**src/rtl/approx_mul_err_monitor.sv**
```systemverilog
// ---------------------------------------------------------------------------
// approx_mul_err_monitor
//
// Error-metric stage for approximate WIDTHxWIDTH multipliers. Each accepted
// sample carries an operand pair and the product that the approximate
// multiplier returned for it. The monitor computes the exact product and
// accumulates absolute-error statistics over a programmed number of samples.
// These are the sample count, the count of samples with nonzero error, a
// saturating sum of |err| and the maximum |err|.
//
// Pipeline: S1 (capture) -> S2 (exact product, |err|) -> S3 (statistics).
// A sample accepted at edge t is visible in the statistics after edge t+2.
//
// Optional build macro: ERR_MON_WORST_CAPTURE_EN
//   When defined, the operands and approximate product of the sample that
//   holds the strict maximum |err| are exposed on worst_a / worst_b /
//   worst_approx. Ties keep the earliest sample.
//
// Ports:
//   clk, rst        rising-edge clock, synchronous active-high reset
//   start           begin a run (honoured only in IDLE or DONE)
//   num_samples     sample target, latched on an accepted start
//   in_valid        op_a / op_b / approx_prod valid
//   in_ready        monitor accepts a sample this cycle
//   op_a, op_b      operands
//   approx_prod     approximate product for op_a * op_b
//   busy            high in RUN and DRAIN
//   done            high in DONE, held until the next accepted start
//   sample_cnt      samples accumulated
//   err_cnt         samples with nonzero error
//   sum_abs_err     saturating sum of |exact - approx|
//   max_abs_err     largest |exact - approx|
//   sat             sticky flag: sum_abs_err saturated
//   worst_*         (macro only) sample holding the maximum error
// ---------------------------------------------------------------------------
module approx_mul_err_monitor #(
  parameter int WIDTH = 8,
  parameter int CNT_W = 17,
  parameter int ACC_W = 32
) (
  input  logic                 clk,
  input  logic                 rst,
  input  logic                 start,
  input  logic [CNT_W-1:0]     num_samples,
  input  logic                 in_valid,
  output logic                 in_ready,
  input  logic [WIDTH-1:0]     op_a,
  input  logic [WIDTH-1:0]     op_b,
  input  logic [2*WIDTH-1:0]   approx_prod,
  output logic                 busy,
  output logic                 done,
  output logic [CNT_W-1:0]     sample_cnt,
  output logic [CNT_W-1:0]     err_cnt,
  output logic [ACC_W-1:0]     sum_abs_err,
  output logic [2*WIDTH-1:0]   max_abs_err,
  output logic                 sat
`ifdef ERR_MON_WORST_CAPTURE_EN
  ,
  output logic [WIDTH-1:0]     worst_a,
  output logic [WIDTH-1:0]     worst_b,
  output logic [2*WIDTH-1:0]   worst_approx
`endif
);

  localparam int PW = 2 * WIDTH;
  // The sum adder is wide enough for both operands plus a carry, so
  // overflow past ACC_W bits shows up in the bits above ACC_W-1.
  localparam int EXT_W = ((ACC_W > PW) ? ACC_W : PW) + 1;

  localparam logic [1:0] ST_IDLE  = 2'd0;
  localparam logic [1:0] ST_RUN   = 2'd1;
  localparam logic [1:0] ST_DRAIN = 2'd2;
  localparam logic [1:0] ST_DONE  = 2'd3;

  // Control state
  logic [1:0]       state_q, state_d;
  logic [CNT_W-1:0] target_q, target_d;
  logic [CNT_W-1:0] acc_cnt_q, acc_cnt_d;   // samples accepted at the input

  // Statistics
  logic [CNT_W-1:0] sample_cnt_q, sample_cnt_d;
  logic [CNT_W-1:0] err_cnt_q, err_cnt_d;
  logic [ACC_W-1:0] sum_q, sum_d;
  logic [PW-1:0]    max_q, max_d;
  logic             sat_q, sat_d;

  // Pipeline
  logic             s1_valid_q, s2_valid_q;
  logic [WIDTH-1:0] s1_a_q, s1_b_q;
  logic [PW-1:0]    s1_approx_q;
  logic [PW-1:0]    s2_abs_err_q;

  logic             accept;
  logic [PW-1:0]    exact;
  logic [PW-1:0]    abs_err;
  logic [EXT_W-1:0] sum_ext;

`ifdef ERR_MON_WORST_CAPTURE_EN
  logic [WIDTH-1:0] s2_a_q, s2_b_q;
  logic [PW-1:0]    s2_approx_q;
  logic [WIDTH-1:0] worst_a_q, worst_a_d;
  logic [WIDTH-1:0] worst_b_q, worst_b_d;
  logic [PW-1:0]    worst_approx_q, worst_approx_d;
`endif

  assign in_ready = (state_q == ST_RUN) && (acc_cnt_q < target_q);
  assign accept   = in_valid && in_ready;

  // S2 arithmetic: operands are widened so the product keeps all 2*WIDTH bits.
  assign exact   = PW'(s1_a_q) * PW'(s1_b_q);
  assign abs_err = (exact >= s1_approx_q) ? (exact - s1_approx_q)
                                          : (s1_approx_q - exact);
  assign sum_ext = EXT_W'(sum_q) + EXT_W'(s2_abs_err_q);

  always_comb begin
    // NOTE: every variable gets a default here so no path leaves one
    // unassigned; a missing default in always_comb infers a latch.
    state_d      = state_q;
    target_d     = target_q;
    acc_cnt_d    = acc_cnt_q;
    sample_cnt_d = sample_cnt_q;
    err_cnt_d    = err_cnt_q;
    sum_d        = sum_q;
    max_d        = max_q;
    sat_d        = sat_q;
`ifdef ERR_MON_WORST_CAPTURE_EN
    worst_a_d      = worst_a_q;
    worst_b_d      = worst_b_q;
    worst_approx_d = worst_approx_q;
`endif

    // S3: fold one finished sample into the statistics.
    if (s2_valid_q) begin
      sample_cnt_d = sample_cnt_q + CNT_W'(1);
      if (s2_abs_err_q != '0) begin
        err_cnt_d = err_cnt_q + CNT_W'(1);
      end
      // Strictly greater, so a tie keeps the earlier sample.
      if (s2_abs_err_q > max_q) begin
        max_d = s2_abs_err_q;
`ifdef ERR_MON_WORST_CAPTURE_EN
        worst_a_d      = s2_a_q;
        worst_b_d      = s2_b_q;
        worst_approx_d = s2_approx_q;
`endif
      end
      if (sum_ext[EXT_W-1:ACC_W] != '0) begin
        sum_d = '1;
        sat_d = 1'b1;
      end else begin
        sum_d = sum_ext[ACC_W-1:0];
      end
    end

    unique case (state_q)
      ST_IDLE, ST_DONE: begin
        if (start) begin
          // The pipeline is empty here, so clearing overrides nothing live.
          target_d     = num_samples;
          acc_cnt_d    = '0;
          sample_cnt_d = '0;
          err_cnt_d    = '0;
          sum_d        = '0;
          max_d        = '0;
          sat_d        = 1'b0;
`ifdef ERR_MON_WORST_CAPTURE_EN
          worst_a_d      = '0;
          worst_b_d      = '0;
          worst_approx_d = '0;
`endif
          state_d = (num_samples == '0) ? ST_DONE : ST_RUN;
        end
      end
      ST_RUN: begin
        if (accept) begin
          acc_cnt_d = acc_cnt_q + CNT_W'(1);
          // target_q is nonzero in RUN, so target_q - 1 cannot underflow.
          if (acc_cnt_q == target_q - CNT_W'(1)) begin
            state_d = ST_DRAIN;
          end
        end
      end
      ST_DRAIN: begin
        if (!s1_valid_q && !s2_valid_q) begin
          state_d = ST_DONE;
        end
      end
      default: state_d = ST_IDLE;
    endcase
  end

  // Control, statistics and valid bits: synchronous reset.
  always_ff @(posedge clk) begin
    // NOTE: non-blocking assignments in clocked blocks, so every register
    // samples the pre-edge value of every other register.
    if (rst) begin
      state_q      <= ST_IDLE;
      target_q     <= '0;
      acc_cnt_q    <= '0;
      sample_cnt_q <= '0;
      err_cnt_q    <= '0;
      sum_q        <= '0;
      max_q        <= '0;
      sat_q        <= 1'b0;
      s1_valid_q   <= 1'b0;
      s2_valid_q   <= 1'b0;
`ifdef ERR_MON_WORST_CAPTURE_EN
      worst_a_q      <= '0;
      worst_b_q      <= '0;
      worst_approx_q <= '0;
`endif
    end else begin
      state_q      <= state_d;
      target_q     <= target_d;
      acc_cnt_q    <= acc_cnt_d;
      sample_cnt_q <= sample_cnt_d;
      err_cnt_q    <= err_cnt_d;
      sum_q        <= sum_d;
      max_q        <= max_d;
      sat_q        <= sat_d;
      s1_valid_q   <= accept;
      s2_valid_q   <= s1_valid_q;
`ifdef ERR_MON_WORST_CAPTURE_EN
      worst_a_q      <= worst_a_d;
      worst_b_q      <= worst_b_d;
      worst_approx_q <= worst_approx_d;
`endif
    end
  end

  // NOTE: pipeline payload registers are not reset. Their valid bits are,
  // and nothing reads the payload unless the matching valid bit is set.
  always_ff @(posedge clk) begin
    if (accept) begin
      s1_a_q      <= op_a;
      s1_b_q      <= op_b;
      s1_approx_q <= approx_prod;
    end
    s2_abs_err_q <= abs_err;
`ifdef ERR_MON_WORST_CAPTURE_EN
    s2_a_q      <= s1_a_q;
    s2_b_q      <= s1_b_q;
    s2_approx_q <= s1_approx_q;
`endif
  end

  assign busy        = (state_q == ST_RUN) || (state_q == ST_DRAIN);
  assign done        = (state_q == ST_DONE);
  assign sample_cnt  = sample_cnt_q;
  assign err_cnt     = err_cnt_q;
  assign sum_abs_err = sum_q;
  assign max_abs_err = max_q;
  assign sat         = sat_q;
`ifdef ERR_MON_WORST_CAPTURE_EN
  assign worst_a      = worst_a_q;
  assign worst_b      = worst_b_q;
  assign worst_approx = worst_approx_q;
`endif

endmodule

```
**config.mk**
```make
export PLATFORM = sky130hd
export DESIGN_NAME = approx_mul_err_monitor
export DESIGN_NICKNAME = d
export VERILOG_FILES = /design/src/rtl/approx_mul_err_monitor.sv
export SDC_FILE = /design/constraint.sdc
export NUM_CORES = 1
export LEC_CHECK = 0
export CORE_AREA = 2 2 108 188
export CTS_BUF_LIST = sky130_fd_sc_hd__clkbuf_2 sky130_fd_sc_hd__clkbuf_4 sky130_fd_sc_hd__clkbuf_8
export DETAILED_ROUTE_END_ITERATION = 7
export DIE_AREA = 0 0 110 190
export PLACE_DENSITY = 0.92
export REMOVE_ABC_BUFFERS = 1
export SETUP_SLACK_MARGIN = 0.1
export SLEW_MARGIN = 10
export SYNTH_ARGS = -nofsm -noshare
export SYNTH_HDL_FRONTEND = slang
export SYNTH_SLANG_ARGS = --single-unit
```
**constraint.sdc**
```tcl
create_clock -name clk -period 12.4 [get_ports clk]
set_input_delay 2.48 -clock clk [delete_from_list [all_inputs] [get_ports clk]]
set_output_delay 2.48 -clock clk [all_outputs]
set_load 0.02 [all_outputs]
```
==> run summary <==
outcome = complete, no violations
f_max = 145.0 MHz
Max Cap Violations = 0
sequential-to-total area share from yosys stat = 30.33%
Final Setup Violations = 0
DRC Markers = 0
critical path cell sequence = and2_1 -> fa_1 -> fa_1 -> inv_1 -> fa_1 -> fa_1 -> inv_1 -> ha_1 -> a21oi_1 -> nor2b_1 -> o211ai_1 -> nand2_1 -> a41oi_1 -> nor2b_1 -> xnor2_1 -> ha_1 -> a21o_1 -> a2111oi_2 -> a211oi_2 -> nor2_1 -> buf_4 -> mux2i_1 -> o221ai_1 -> xor2_1
fill count = 1471
max incr delay on CP = 0.55 ns
Setup Buffers After CTS = 0
Ant. Diodes = 0
Worst Path Max Fanout = 19
fraction of registers with async set/reset = 0%
CP startpoint kind = flop
initial antenna violation count = 0
Max-slew headroom = 18.84%
largest net degree at the start of global routing = 68
Hold Path Class = flop to flop
overall routing resource usage = 29.99%
Num CTS Buffers = 17
post-CTS sizing = 0
Worst Clk Skew = 0.01383 ns
cell taking the most area after synthesis = dfxtp_1
grt total ovfl = 0
synth top area cells = dfxtp_1, ha_1, edfxtp_1
share of layout cells above drive strength 1 = 4.382%
CP Class = flop to flop
Die Height = 190 µm
slowest cell on the critical path = fa_1
# IOs = 139
Placer Congestion = 1.035
period utilization = 55.63%
Post-DRT Antenna Nets = 0
H-tree depth = 4
final count of hold timing violations = 0
Clock Sink Count = 169
count of cell types in the netlist = 83
most common cell after layout, fill and taps aside = inv_1
Post-synth EDFFs = 32
top_reg_cell synth = dfxtp_1
vias per std cell = 6.017
setup_tns = 0 ns
synthesized instance count = 1393
# rows = 68
Pre-antenna DRT Iters = 5
Syn Area/Cell = 8.766 µm²
DP Wirelength = 23830 µm
die area = 0.02090 mm²
wire per inst = 17.23 µm
clock tree buffer depth = 2
buffers added on ports = 138
DIE WIDTH = 110 µm
clock latency on the worst-skew pair = 0.49 ns
critical path endpoint category = flop
initial core utilization = 62.68%
CTS tree = built
Synth Register Bits = 169
Clk pin slew, worst setup/hold paths = 0.10 ns
Tmin final = 6.898 ns
Synth top area share = 22.46%
final wirelength = 30570 µm
Worst EP arrival = 7.28 ns
Vias = 10680
Max Slew Vio Count = 0
worst slew pin tran = 1.217 ns
Critical Path RT = 12.78 ns
Most Frequent Cell on Critical Path = fa_1
setup repair after global routing missed its margin = no
Layout Nets = 1733
cell area after synthesis = 0.01221 mm²
first-pass GRT wire length = 49600 µm
Area Growth Syn to Fin = 15.54%
vias in the first global route = 10650
DR iter-0 viols = 859
most frequent cells in the layout = inv_1, clkdlybuf4s50_1, dfxtp_1, ha_1, nor2_1
Core ar. = 0.01948 mm²
clock root cell = clkbuf_8
YS warnings = 0
Hold-fix buffers, CTS = 0
-- synthesized netlist by cell type (12+ instances only) --
cell / count
nor2_1: 120
dfxtp_1: 137
and3_1: 19
ha_1: 124
a31oi_1: 13
nand3_1: 30
xor2_1: 55
o21ai_0: 42
nor3_1: 33
and2_1: 59
a21oi_1: 97
a21o_1: 34
mux2i_1: 26
nand4_1: 20
nand2_1: 107
o21a_1: 13
clkbuf_1: 22
fa_1: 39
nor2b_1: 13
edfxtp_1: 32
nor4_1: 12
xnor2_1: 52
inv_1: 144
-- registers in the layout (all words and copies together) (netlist names) --
name	cells
s2_abs_err_q	16
sum_abs_err	32
state_q	2
s1_valid_q	1
s1_b_q	8
sat	1
err_cnt	17
target_q	17
s1_a_q	8
s1_approx_q	16
max_abs_err	16
sample_cnt	17
acc_cnt_q	17
s2_valid_q	1
-- critical path, delay by kind of cell, from the launching register on --
family | cells | cell delay (ns)
flip-flops | 1 | 0.49
buffers and inverters | 3 | 0.38
adder cells (fa/ha/maj) | 6 | 2.70
AO/OA/AOI/OAI | 7 | 1.68
AND/OR/NAND/NOR | 5 | 0.93
XOR/XNOR | 2 | 0.32
multiplexers | 1 | 0.29
-- layer usage --
layer  up-vias  wire length, µm  global-route usage [%]
met5         -                0                       0
met4         0             1770                   17.87
met2       368            16620                   55.52
met1      5084            10740                   29.55
met3       143             1437                   6.166
li1       5080                -                       -
-- layout make-up --
cell class                      count  area, µm²  area share, %
Multi-Input combinational cell   1042       7787          55.19
Sequential cell                   169       3704          26.25
Timing Repair Buffer              143       1419          10.06
Inverter                          144      540.5          3.831
Tap cell                          245      306.5          2.173
Clock buffer                       19      261.5          1.853
Clock inverter                     12      91.34         0.6473
-- path summary, 6_finish.rpt --
| kind | from | end | slack, ns | cells after the start |
|---|---|---|---|---|
| worst min-delay path | s1_valid_q$_SDFF_PP0_ | s2_valid_q$_SDFF_PP0_ | 0.46 | 1 |
| worst min register to register | s1_valid_q$_SDFF_PP0_ | s2_valid_q$_SDFF_PP0_ | 0.46 | 1 |
| worst max register to register | s1_a_q[1]$_DFFE_PP_ | s2_abs_err_q[13]$_DFF_P_ | 5.50 | 24 |
| worst max-delay path | s1_a_q[1]$_DFFE_PP_ | s2_abs_err_q[13]$_DFF_P_ | 5.50 | 24 |
-- cell families (layout without fill, tap and decap cells) --
family | Yosys count | count (layout) | share of synthesized area, %
flip-flops | 169 | 169 | 30.33
XOR/XNOR | 107 | 107 | 7.674
AND/OR/NAND/NOR | 452 | 452 | 18.48
multiplexers | 32 | 32 | 2.684
buffers and inverters | 182 | 318 | 5.953
AO/OA/AOI/OAI | 288 | 288 | 15.78
adder cells (fa/ha/maj) | 163 | 163 | 19.10
-- stage by stage --
| step | util [%] | setup WS, ns | instances | hold slack [ns] | area [µm²] |
|---|---|---|---|---|---|
| floorplan | - | 5.402 | 1355 | 0.4324 | 12030 |
| global placement | 70.61 | 5.862 | 1743 | 0.4432 | 13760 |
| detailed placement | 70.61 | 5.533 | 1743 | 0.4454 | 13760 |
| CTS | 72.42 | 5.502 | 1774 | 0.4551 | 14110 |
| global route | 72.42 | 5.209 | 1774 | 0.4818 | 14110 |
| finish | 72.42 | 5.502 | 1774 | 0.4556 | 14110 |
Power is not shown: default switching activity piles up to over one toggle a cycle in this logic, so the estimate is an artifact.
